<file path="src/rtl/node_route_sequencer.sv">
// Line-following route sequencer.
// Walks a 16-entry route table, one entry per detected node: stop at the
// node, then go straight, turn left/right until the line is re-acquired,
// or finish. A turn that never re-acquires the line ends in FAULT.
//
//   state  | meaning
//   IDLE   | stopped, route table writable, waiting for start
//   FOLLOW | tracking the line, watching for the next node
//   PAUSE  | stopped on a node for PAUSE_CYCLES
//   TURN   | turning toward dir until the centre sensor sees the line again
//   DONE   | route finished, stopped until reset or a new start edge
//   FAULT  | turn timed out, stopped until reset or a new start edge
module node_route_sequencer #(
  parameter int unsigned THRESH       = 500,
  parameter int unsigned PAUSE_CYCLES = 3_125_000,
  parameter int unsigned TURN_MIN     = 6_250_000,
  parameter int unsigned TURN_MAX     = 25_000_000,
  parameter int unsigned HOLDOFF      = 6_250_000
) (
  input  logic        clk,
  input  logic        rst,
  input  logic        start,
  input  logic [11:0] left_sensor,
  input  logic [11:0] center_sensor,
  input  logic [11:0] right_sensor,
  input  logic        cfg_we,
  input  logic [3:0]  cfg_addr,
  input  logic [1:0]  cfg_dir,
  output logic [1:0]  cmd,
  output logic [4:0]  node_count,
  output logic        busy,
  output logic        done,
  output logic        fault
);

  typedef enum logic [2:0] {
    ST_IDLE   = 3'd0,
    ST_FOLLOW = 3'd1,
    ST_PAUSE  = 3'd2,
    ST_TURN   = 3'd3,
    ST_DONE   = 3'd4,
    ST_FAULT  = 3'd5
  } state_t;

  localparam logic [1:0] DIR_STRAIGHT = 2'd0;
  localparam logic [1:0] DIR_LEFT     = 2'd1;
  localparam logic [1:0] DIR_END      = 2'd3;

  localparam logic [1:0] CMD_FOLLOW = 2'd0;
  localparam logic [1:0] CMD_LEFT   = 2'd1;
  localparam logic [1:0] CMD_RIGHT  = 2'd2;
  localparam logic [1:0] CMD_STOP   = 2'd3;

  // A zero-length interval still lasts one cycle.
  localparam logic [31:0] THRESH_W     = 32'(THRESH);
  localparam logic [31:0] PAUSE_EFF    = (PAUSE_CYCLES == 0) ? 32'd1 : 32'(PAUSE_CYCLES);
  localparam logic [31:0] TURN_MIN_EFF = (TURN_MIN == 0)     ? 32'd1 : 32'(TURN_MIN);
  localparam logic [31:0] TURN_MAX_EFF = (TURN_MAX == 0)     ? 32'd1 : 32'(TURN_MAX);
  localparam logic [31:0] HOLDOFF_EFF  = (HOLDOFF == 0)      ? 32'd1 : 32'(HOLDOFF);

  state_t      state_q, state_d;
  logic [3:0]  idx_q, idx_d;
  logic [4:0]  cnt_q, cnt_d;
  logic [1:0]  dir_q, dir_d;
  logic [31:0] timer_q, timer_d;
  logic [31:0] holdoff_q, holdoff_d;
  logic        start_q;
  logic [1:0]  cmd_q, cmd_d;
  logic        busy_q, busy_d;
  logic        done_q, done_d;
  logic        fault_q, fault_d;
  logic [1:0]  table_q [16];

  logic [31:0] left_w, center_w, right_w;
  logic        left_on, center_on, right_on;
  logic        node_hit, line_ok, start_rise;

  assign left_w   = {20'd0, left_sensor};
  assign center_w = {20'd0, center_sensor};
  assign right_w  = {20'd0, right_sensor};

  assign left_on   = left_w   > THRESH_W;
  assign center_on = center_w > THRESH_W;
  assign right_on  = right_w  > THRESH_W;

  assign node_hit   = left_on & center_on & right_on;
  assign line_ok    = center_on & ~left_on & ~right_on;
  assign start_rise = start & ~start_q;

  // Route table: reset to all STRAIGHT, writable only while idle.
  always_ff @(posedge clk or negedge rst) begin
    if (!rst) begin
      for (int i = 0; i < 16; i++) table_q[i] <= DIR_STRAIGHT;
    end else if (cfg_we && state_q == ST_IDLE) begin
      table_q[cfg_addr] <= cfg_dir;
    end
  end

  // Sequencer state, counters and registered outputs.
  always_ff @(posedge clk or negedge rst) begin
    if (!rst) begin
      state_q   <= ST_IDLE;
      idx_q     <= 4'd0;
      cnt_q     <= 5'd0;
      dir_q     <= DIR_STRAIGHT;
      timer_q   <= 32'd0;
      holdoff_q <= 32'd0;
      start_q   <= 1'b0;
      cmd_q     <= CMD_STOP;
      busy_q    <= 1'b0;
      done_q    <= 1'b0;
      fault_q   <= 1'b0;
    end else begin
      state_q   <= state_d;
      idx_q     <= idx_d;
      cnt_q     <= cnt_d;
      dir_q     <= dir_d;
      timer_q   <= timer_d;
      holdoff_q <= holdoff_d;
      start_q   <= start;
      cmd_q     <= cmd_d;
      busy_q    <= busy_d;
      done_q    <= done_d;
      fault_q   <= fault_d;
    end
  end

  // Next-state logic; outputs are decoded from the next state so they
  // register together with it.
  always_comb begin
    state_d   = state_q;
    idx_d     = idx_q;
    cnt_d     = cnt_q;
    dir_d     = dir_q;
    timer_d   = timer_q;
    holdoff_d = holdoff_q;

    case (state_q)
      ST_IDLE: begin
        if (start) begin
          state_d   = ST_FOLLOW;
          idx_d     = 4'd0;
          cnt_d     = 5'd0;
          timer_d   = 32'd0;
          holdoff_d = 32'd0;
        end
      end

      ST_FOLLOW: begin
        // Blanking after a node keeps a wide node marker from counting twice.
        if (holdoff_q != 32'd0) begin
          holdoff_d = holdoff_q - 32'd1;
        end else if (node_hit) begin
          state_d = ST_PAUSE;
          if (cnt_q != 5'd31) cnt_d = cnt_q + 5'd1;
          dir_d   = table_q[idx_q];
          timer_d = PAUSE_EFF - 32'd1;
        end
      end

      ST_PAUSE: begin
        if (timer_q != 32'd0) begin
          timer_d = timer_q - 32'd1;
        end else if (dir_q == DIR_END || idx_q == 4'd15) begin
          state_d = ST_DONE;
        end else begin
          idx_d = idx_q + 4'd1;
          if (dir_q == DIR_STRAIGHT) begin
            state_d   = ST_FOLLOW;
            holdoff_d = HOLDOFF_EFF;
          end else begin
            state_d = ST_TURN;
            timer_d = 32'd0;
          end
        end
      end

      ST_TURN: begin
        // Re-acquire wins over timeout when both happen in the same cycle.
        if (timer_q >= TURN_MIN_EFF && line_ok) begin
          state_d   = ST_FOLLOW;
          holdoff_d = HOLDOFF_EFF;
        end else if (timer_q + 32'd1 >= TURN_MAX_EFF) begin
          state_d = ST_FAULT;
        end else begin
          timer_d = timer_q + 32'd1;
        end
      end

      ST_DONE, ST_FAULT: begin
        if (start_rise) begin
          state_d   = ST_FOLLOW;
          idx_d     = 4'd0;
          cnt_d     = 5'd0;
          timer_d   = 32'd0;
          holdoff_d = 32'd0;
        end
      end

      default: state_d = ST_IDLE;
    endcase
  end

  // Output decode from the upcoming state.
  always_comb begin
    cmd_d   = CMD_STOP;
    busy_d  = 1'b0;
    done_d  = 1'b0;
    fault_d = 1'b0;
    case (state_d)
      ST_FOLLOW: begin
        cmd_d  = CMD_FOLLOW;
        busy_d = 1'b1;
      end
      ST_PAUSE: busy_d = 1'b1;
      ST_TURN: begin
        cmd_d  = (dir_d == DIR_LEFT) ? CMD_LEFT : CMD_RIGHT;
        busy_d = 1'b1;
      end
      ST_DONE:  done_d  = 1'b1;
      ST_FAULT: fault_d = 1'b1;
      default: ;
    endcase
  end

  assign cmd        = cmd_q;
  assign node_count = cnt_q;
  assign busy       = busy_q;
  assign done       = done_q;
  assign fault      = fault_q;

endmodule

</file>
<file path="config.mk">
export PLATFORM = sky130hd
export DESIGN_NAME = node_route_sequencer
export DESIGN_NICKNAME = d
export VERILOG_FILES = /design/src/rtl/node_route_sequencer.sv
export SDC_FILE = /design/constraint.sdc
export NUM_CORES = 1
export LEC_CHECK = 0
export BUFFER_PORTS_ARGS = -buffer_cell sky130_fd_sc_hd__buf_4
export CELL_PAD_IN_SITES_DETAIL_PLACEMENT = 1
export CELL_PAD_IN_SITES_GLOBAL_PLACEMENT = 1
export CORE_MARGIN = 1.5
export CORE_UTILIZATION = 52
export CTS_BUF_LIST = sky130_fd_sc_hd__clkbuf_4 sky130_fd_sc_hd__clkbuf_8
export CTS_CLUSTER_DIAMETER = 100
export DETAILED_ROUTE_END_ITERATION = 8
export PLACE_DENSITY_LB_ADDON = 0.1
export SLEW_MARGIN = 20
export SYNTH_ARGS = -nofsm -noshare
export SYNTH_HDL_FRONTEND = slang
export SYNTH_SLANG_ARGS = --single-unit
</file>
<file path="constraint.sdc">
create_clock -name clk -period 5.4 [get_ports clk]
set_input_delay 0 -clock clk [delete_from_list [all_inputs] [get_ports clk]]
set_output_delay 0 -clock clk [all_outputs]
set_load 0.02 [all_outputs]
</file>
==> flow_summary.json, run 1 <==
{
  "synth_fa_ha_area_frac": 0.0100,
  "cp_max_fo": 13,
  "p_int_mw": 2.25,
  "skew_ns": 0.0157,
  "crit_buf_inv": 1,
  "clkPwrFrac": 0.169,
  "synth_edf_count": 0,
  "final.period_utilization": 0.839,
  "grt_max_degree": 68,
  "gr-total-overflow": 0,
  "cts_root_buf": "clkbuf_8",
  "finalMaxSlewViolations": 0,
  "cpMostUsedCell": "nand2_1",
  "drive_above_1_share": 0.169,
  "ir_worst_vdd_mv": 0.264,
  "holdBufCountCts": 9,
  "drv_cap": 0,
  "die_x_um": 123,
  "crit_chain": "inv_1, ha_1, nor4b_1, nand2_1, nor2_1, nand4_1, o31ai_1, nand2_1, or2_2, a221o_1",
  "slew_headroom": 0.300,
  "drt_iter0_markers": 611,
  "setup_viol": 0,
  "drt-vias-per-instance": 6.74,
  "synth-compound-area-share": 0.226,
  "grt_pass1_vias": 7720,
  "setup_slack_ns": 0.868,
  "max_clock_freq_mhz": 221,
  "grt_antenna_before_repair": 0,
  "end_kind": "flop",
  "critPathMaxStageDelay_ns": 0.62,
  "yosysWarningCount": 0,
  "synth_simple_gate_area_frac": 0.232,
  "async_reset_ff_frac": 1.00,
  "wirelength_mm": 25.6,
  "synthCells": 872,
  "final-hold-violation-count": 0,
  "place_ws_ns": 1.04,
  "synth.yosys.seq_area_share": 0.389,
  "io_pins": 56,
  "insertion_delay_ns": 0.46,
  "worstPathArrival_ns": 4.87,
  "drt.antenna.violating_nets": 0,
  "post_cts_buffers": 0,
  "place_inst": 1060,
  "gp_congestion": 1.00,
  "die_y_um": 123,
  "final_common_cell": "dfrtp_1",
  "antennaDiodeCount": 0,
  "area_growth_pct": 12.5,
  "yosysUniqueCellTypes": 74,
  "placed_area_mm2": 0.00796,
  "comb_power_share": 0.504,
  "num_rows": 43,
  "tightestPinTransition_ns": 1.05,
  "drc": 0,
  "critical_path_required_ns": 5.74,
  "switching_share": 0.485,
  "synth_top_family_by_area": "simple AND/OR/NAND/NOR gates",
  "grt.total_usage": 0.357,
  "synth_nets": 924,
  "clk_pin_slew_ns": 0.08,
  "start_util": 0.536,
  "seqPwrFrac": 0.327,
  "syn_area_per_cell_um2": 8.57,
  "p_sw_mw": 2.12,
  "muxShareOfSynthArea": 0.0852,
  "multi_input_area_mm2": 0.00427,
  "stdcell_count": 1101,
  "start_kind": "flop",
  "crit_family": "simple AND/OR/NAND/NOR gates",
  "final_cell_mix": "114 x dfrtp_1, 113 x nor2_1, 82 x o21ai_0",
  "p_leak_nw": 3.54,
  "synthFlopType": "dfrtp_1",
  "wl_per_cell_um": 23.2,
  "cts_sinks": 116,
  "cts_tree": "built",
  "p_per_area_mw_per_mm2": 521,
  "setup_tns_ns": 0,
  "fillers": 1638,
  "synthXorXnorAreaFrac": 0.0164,
  "netlist_top_cells_area": "dfrtp_1 38%, nor2_1 5.7%, o21ai_0 5.5%",
  "whs_ns": 0.119,
  "final.min_clock_period_ns": 4.53,
  "vias": 7416,
  "cts_resized": 0,
  "syn-cell-area_mm2": 0.00747,
  "grt_pass1_wl_mm": 41.3,
  "final_area_mm2": 0.00841,
  "path_class": "reg -> reg",
  "hpwl_mm": 17.7,
  "status": "finished clean",
  "postLayoutCoreUtil": 0.603,
  "drt-pass1-iter-count": 5,
  "port_buffers": 55,
  "rsz0062_at_grt": "false",
  "yosys.area.top_type": "dfrtp_1",
  "cp_slowest_cell": "nor4b_1",
  "power_mw": 4.38,
  "regArea_mm2": 0.00291,
  "synth_seq_cells": 116,
  "core_mm2": 0.0139,
  "die-area_mm2": 0.0151,
  "cts_buffers": 17,
  "synth.top_cell.area_share": 0.382,
  "cts_max_level": 4,
  "clock_path_buffers": 2,
  "nets": 960,
  "hp-class": "in -> async"
}
==> synthesized netlist by cell type, types with 4 or more instances <==
cell      count
clkbuf_1     42
o211ai_1      5
nand2b_1      9
o41ai_1       7
and3_1       14
mux2i_1       4
inv_1        18
nand3b_1      5
xnor2_1      10
a31oi_1      18
o31ai_1      20
a221o_1       5
mux4_2       10
nor3_1       35
nor4_1       13
mux2_2       33
o21ai_0      82
nand3_1      30
buf_2        11
xor2_1        4
nor2b_1      10
or4_1         6
or3_1        12
a21oi_1      53
o21a_1        6
a21o_1        5
o22ai_1      11
ha_1          6
and4_1        6
a22o_1        9
nand2_1      65
nor2_1      113
dfrtp_1     114
nand4_1      17
==> per-layer routing <==
layer  track usage  vias up  wire length [um]  share of wire
met5             0        -                 0              0
met4         0.126        0               686          0.027
met3        0.0604       61              1020          0.040
met2         0.620      203             13300           0.52
met1         0.447     3821             10500           0.41
li1              -     3331                 -              -
==> registers in the layout (all words and copies together), names as in the netlist <==
signal      count
busy            1
cmd             2
dir_q           2
done            1
fault           1
holdoff_q      32
idx_q           4
node_count      5
start_q         1
state_q         3
table_q        32
timer_q        32
==> power by group through the flow <==
stage          combinational, mW  clock (mW)  sequential [mW]
3_3_place_gp                1.98           0             1.39
3_5_place_dp                2.12           0             1.43
6_report                    2.21       0.740             1.43
2_1_floorplan               1.56           0             1.29
4_1_cts                     2.16       0.736             1.41
5_1_grt                     2.42       0.781             1.46
==> cells by family (layout without fill, tap and decap cells) <==
group,Yosys count,count (layout)
compound gates,261,261
xor+xnor,14,14
fa+ha+maj,6,6
buf+inv,77,126
flops,116,116
mux,47,47
simple gates,351,351
==> path summary, 6_finish.rpt <==
check	depth (start not counted)	slack (ns)	from	end
setup / recovery	10	0.87	holdoff_q[0]	timer_q[24]
hold / removal	2	0.12	rst	timer_q[9]
setup reg to reg	10	0.87	holdoff_q[0]	timer_q[24]
hold reg to reg	1	0.49	holdoff_q[31]	holdoff_q[31]
max in group asynchronous	3	3.93	rst	holdoff_q[31]
min in group clk	2	0.26	start	start_q
==> final cells by class <==
type,instances,share of cell area
clock buffers,26,0.0374
repair buffers,74,0.0688
inverters,20,0.00893
clock inverters,6,0.00417
well taps,180,0.0268
flip-flops and latches,116,0.346
multi-input cells,679,0.508
(Power assumes the default switching activity.)
==> inputs of run 2 (changes only) <==
Settings changed: CORE_UTILIZATION 52 to 43.
Clock period 5.4 ns to 4.1 ns, I/O delays scaled along.
==> flow_summary.json, run 2 (same netlist as run 1, synthesis figures left out) <==
{
  "setup_tns_ns": 0,
  "vias": 7328,
  "wl_per_cell_um": 21.3,
  "cts_buffers": 17,
  "drt-pass1-iter-count": 5,
  "insertion_delay_ns": 0.45,
  "dr_wl_met3_um": 920,
  "cts_tree": "built",
  "fillers": 2047,
  "grt_antenna_before_repair": 0,
  "gp_congestion": 0.923,
  "grt_max_degree": 46,
  "io_pins": 56,
  "wl_met2_mm": 12.7,
  "path_class": "reg -> reg",
  "place_inst": 1125,
  "drt.antenna.violating_nets": 0,
  "antennaDiodeCount": 0,
  "drt-vias-per-instance": 6.27,
  "final-hold-violation-count": 0,
  "die_x_um": 135,
  "grt_pass1_vias": 7726,
  "die-area_mm2": 0.0182,
  "setup_viol": 0,
  "clk_pin_slew_ns": 0.09,
  "drt_iter0_markers": 494,
  "nets": 983,
  "skew_ns": 0.0137,
  "drc": 0,
  "gr-total-overflow": 0,
  "tightestPinTransition_ns": 0.945,
  "end_kind": "flop",
  "area_growth_pct": 16.6,
  "top_layer_used": "met4",
  "grt_pass1_wl_mm": 41.0,
  "cts_sinks": 116,
  "clock_path_buffers": 2,
  "max_clock_freq_mhz": 262,
  "port_buffers": 55,
  "hp-class": "in -> async",
  "slew_headroom": 0.367,
  "final.min_clock_period_ns": 3.82,
  "final.period_utilization": 0.931,
  "finalMaxSlewViolations": 0,
  "final_common_cell": "dfrtp_1",
  "final_cell_mix": "114 x dfrtp_1, 113 x nor2_1, 87 x buf_4",
  "drv_cap": 0,
  "cts_max_level": 4,
  "multi_input_area_mm2": 0.00429,
  "wl_met1_mm": 10.6,
  "reg.largest.list": "holdoff_q x32, table_q x32, timer_q x32",
  "wirelength_mm": 24.9,
  "cp_max_fo": 13,
  "regArea_mm2": 0.00291,
  "core_mm2": 0.0171,
  "cts_root_buf": "clkbuf_8",
  "drive_above_1_share": 0.191,
  "start_kind": "flop",
  "ir_worst_vdd_mv": 0.284,
  "rsz0062_at_grt": "false",
  "num_rows": 48,
  "worstPathArrival_ns": 4.15,
  "status": "finished clean",
  "die_y_um": 135,
  "stdcell_count": 1169,
  "p_per_area_mw_per_mm2": 686,
  "start_util": 0.437,
  "critical_path_required_ns": 4.44,
  "p_leak_nw": 3.67,
  "hpwl_mm": 17.9,
  "grt.total_usage": 0.287
}
==> run 2: changes by cell type in the layout (fill, tap and decap cells not counted), moves of 2 or more <==
cell       previous run  this run
clkinv_2              4         2
inv_6                 0         6
buf_4                65        87
bufinv_16             0         2
clkbuf_8             19        17
inv_8                 0         2
clkbuf_4              7         0
clkinv_4              0         2
==> run 2: final cells by class <==
| cell class | count | share of cell area |
|---|---|---|
| multi-input combinational | 679 | 0.493 |
| sequential | 116 | 0.333 |
| timing repair buffer | 97 | 0.0865 |
| tap | 225 | 0.0323 |
| clock buffer | 17 | 0.0269 |
| clock inverter | 15 | 0.0195 |
| inverter | 20 | 0.00862 |
==> run 2: critical path, stage by stage, from the launching register on <==
cell      delay (ns)
dfrtp_1         0.44
ha_1            0.28
nand4_2         0.23
or4_4           0.69
o31ai_1         0.29
o211ai_1        0.15
a311oi_2        0.39
and3_4          0.27
a31oi_1         0.11
or2_2           0.45
a221o_1         0.39
==> run 2: stage by stage <==
step / instance area [um2] / utilization / total power [mW] / hold slack (ns) / setup slack, ns
CTS: 8670 / 0.506 / 5.92 / 0.0735 / 0.0506
finish: 8710 / 0.509 / 5.97 / 0.0568 / 0.282
global route: 8710 / 0.509 / 6.40 / 0.107 / 0.105
detailed placement: 8160 / 0.477 / 4.76 / 0.0314 / 0.103
floorplan: 7470 / - / 3.76 / -0.296 / 0.821
global placement: 8160 / 0.477 / 4.61 / 0.0321 / 0.199
==> run 2: metal layers <==
metal  GRT usage  vias to the layer above
met4       0.115                        0
met3      0.0484                       52
li1            -                     3382
met5           0                        -
met2       0.489                      187
met1       0.363                     3707
==> run 2: where the power goes <==
group	leakage [nW]	internal [mW]	switching (mW)
clock network	0.206	0.559	0.571
registers	1.56	1.47	0.371
logic	1.91	1.08	1.92
total	3.67	3.11	2.87
==> run 2: timing repair <==
action,in CTS,in global routing
hold buffers,10,0
endpoints found under the hold margin,72,0
buffers inserted,0,2
resized for setup,0,5
setup endpoints to repair,0,32
==> run 2: path summary, 6_finish.rpt <==
path	startpoint	to	slack, ns	cells past startpoint
max in group asynchronous	rst	cmd[0]	3.03	3
setup reg to reg	timer_q[1]	timer_q[18]	0.28	10
hold reg to reg	table_q[15]	table_q[15]	0.51	1
hold / removal	rst	timer_q[8]	0.06	2
setup / recovery	timer_q[1]	timer_q[18]	0.28	10
min in group clk	start	start_q	0.26	2
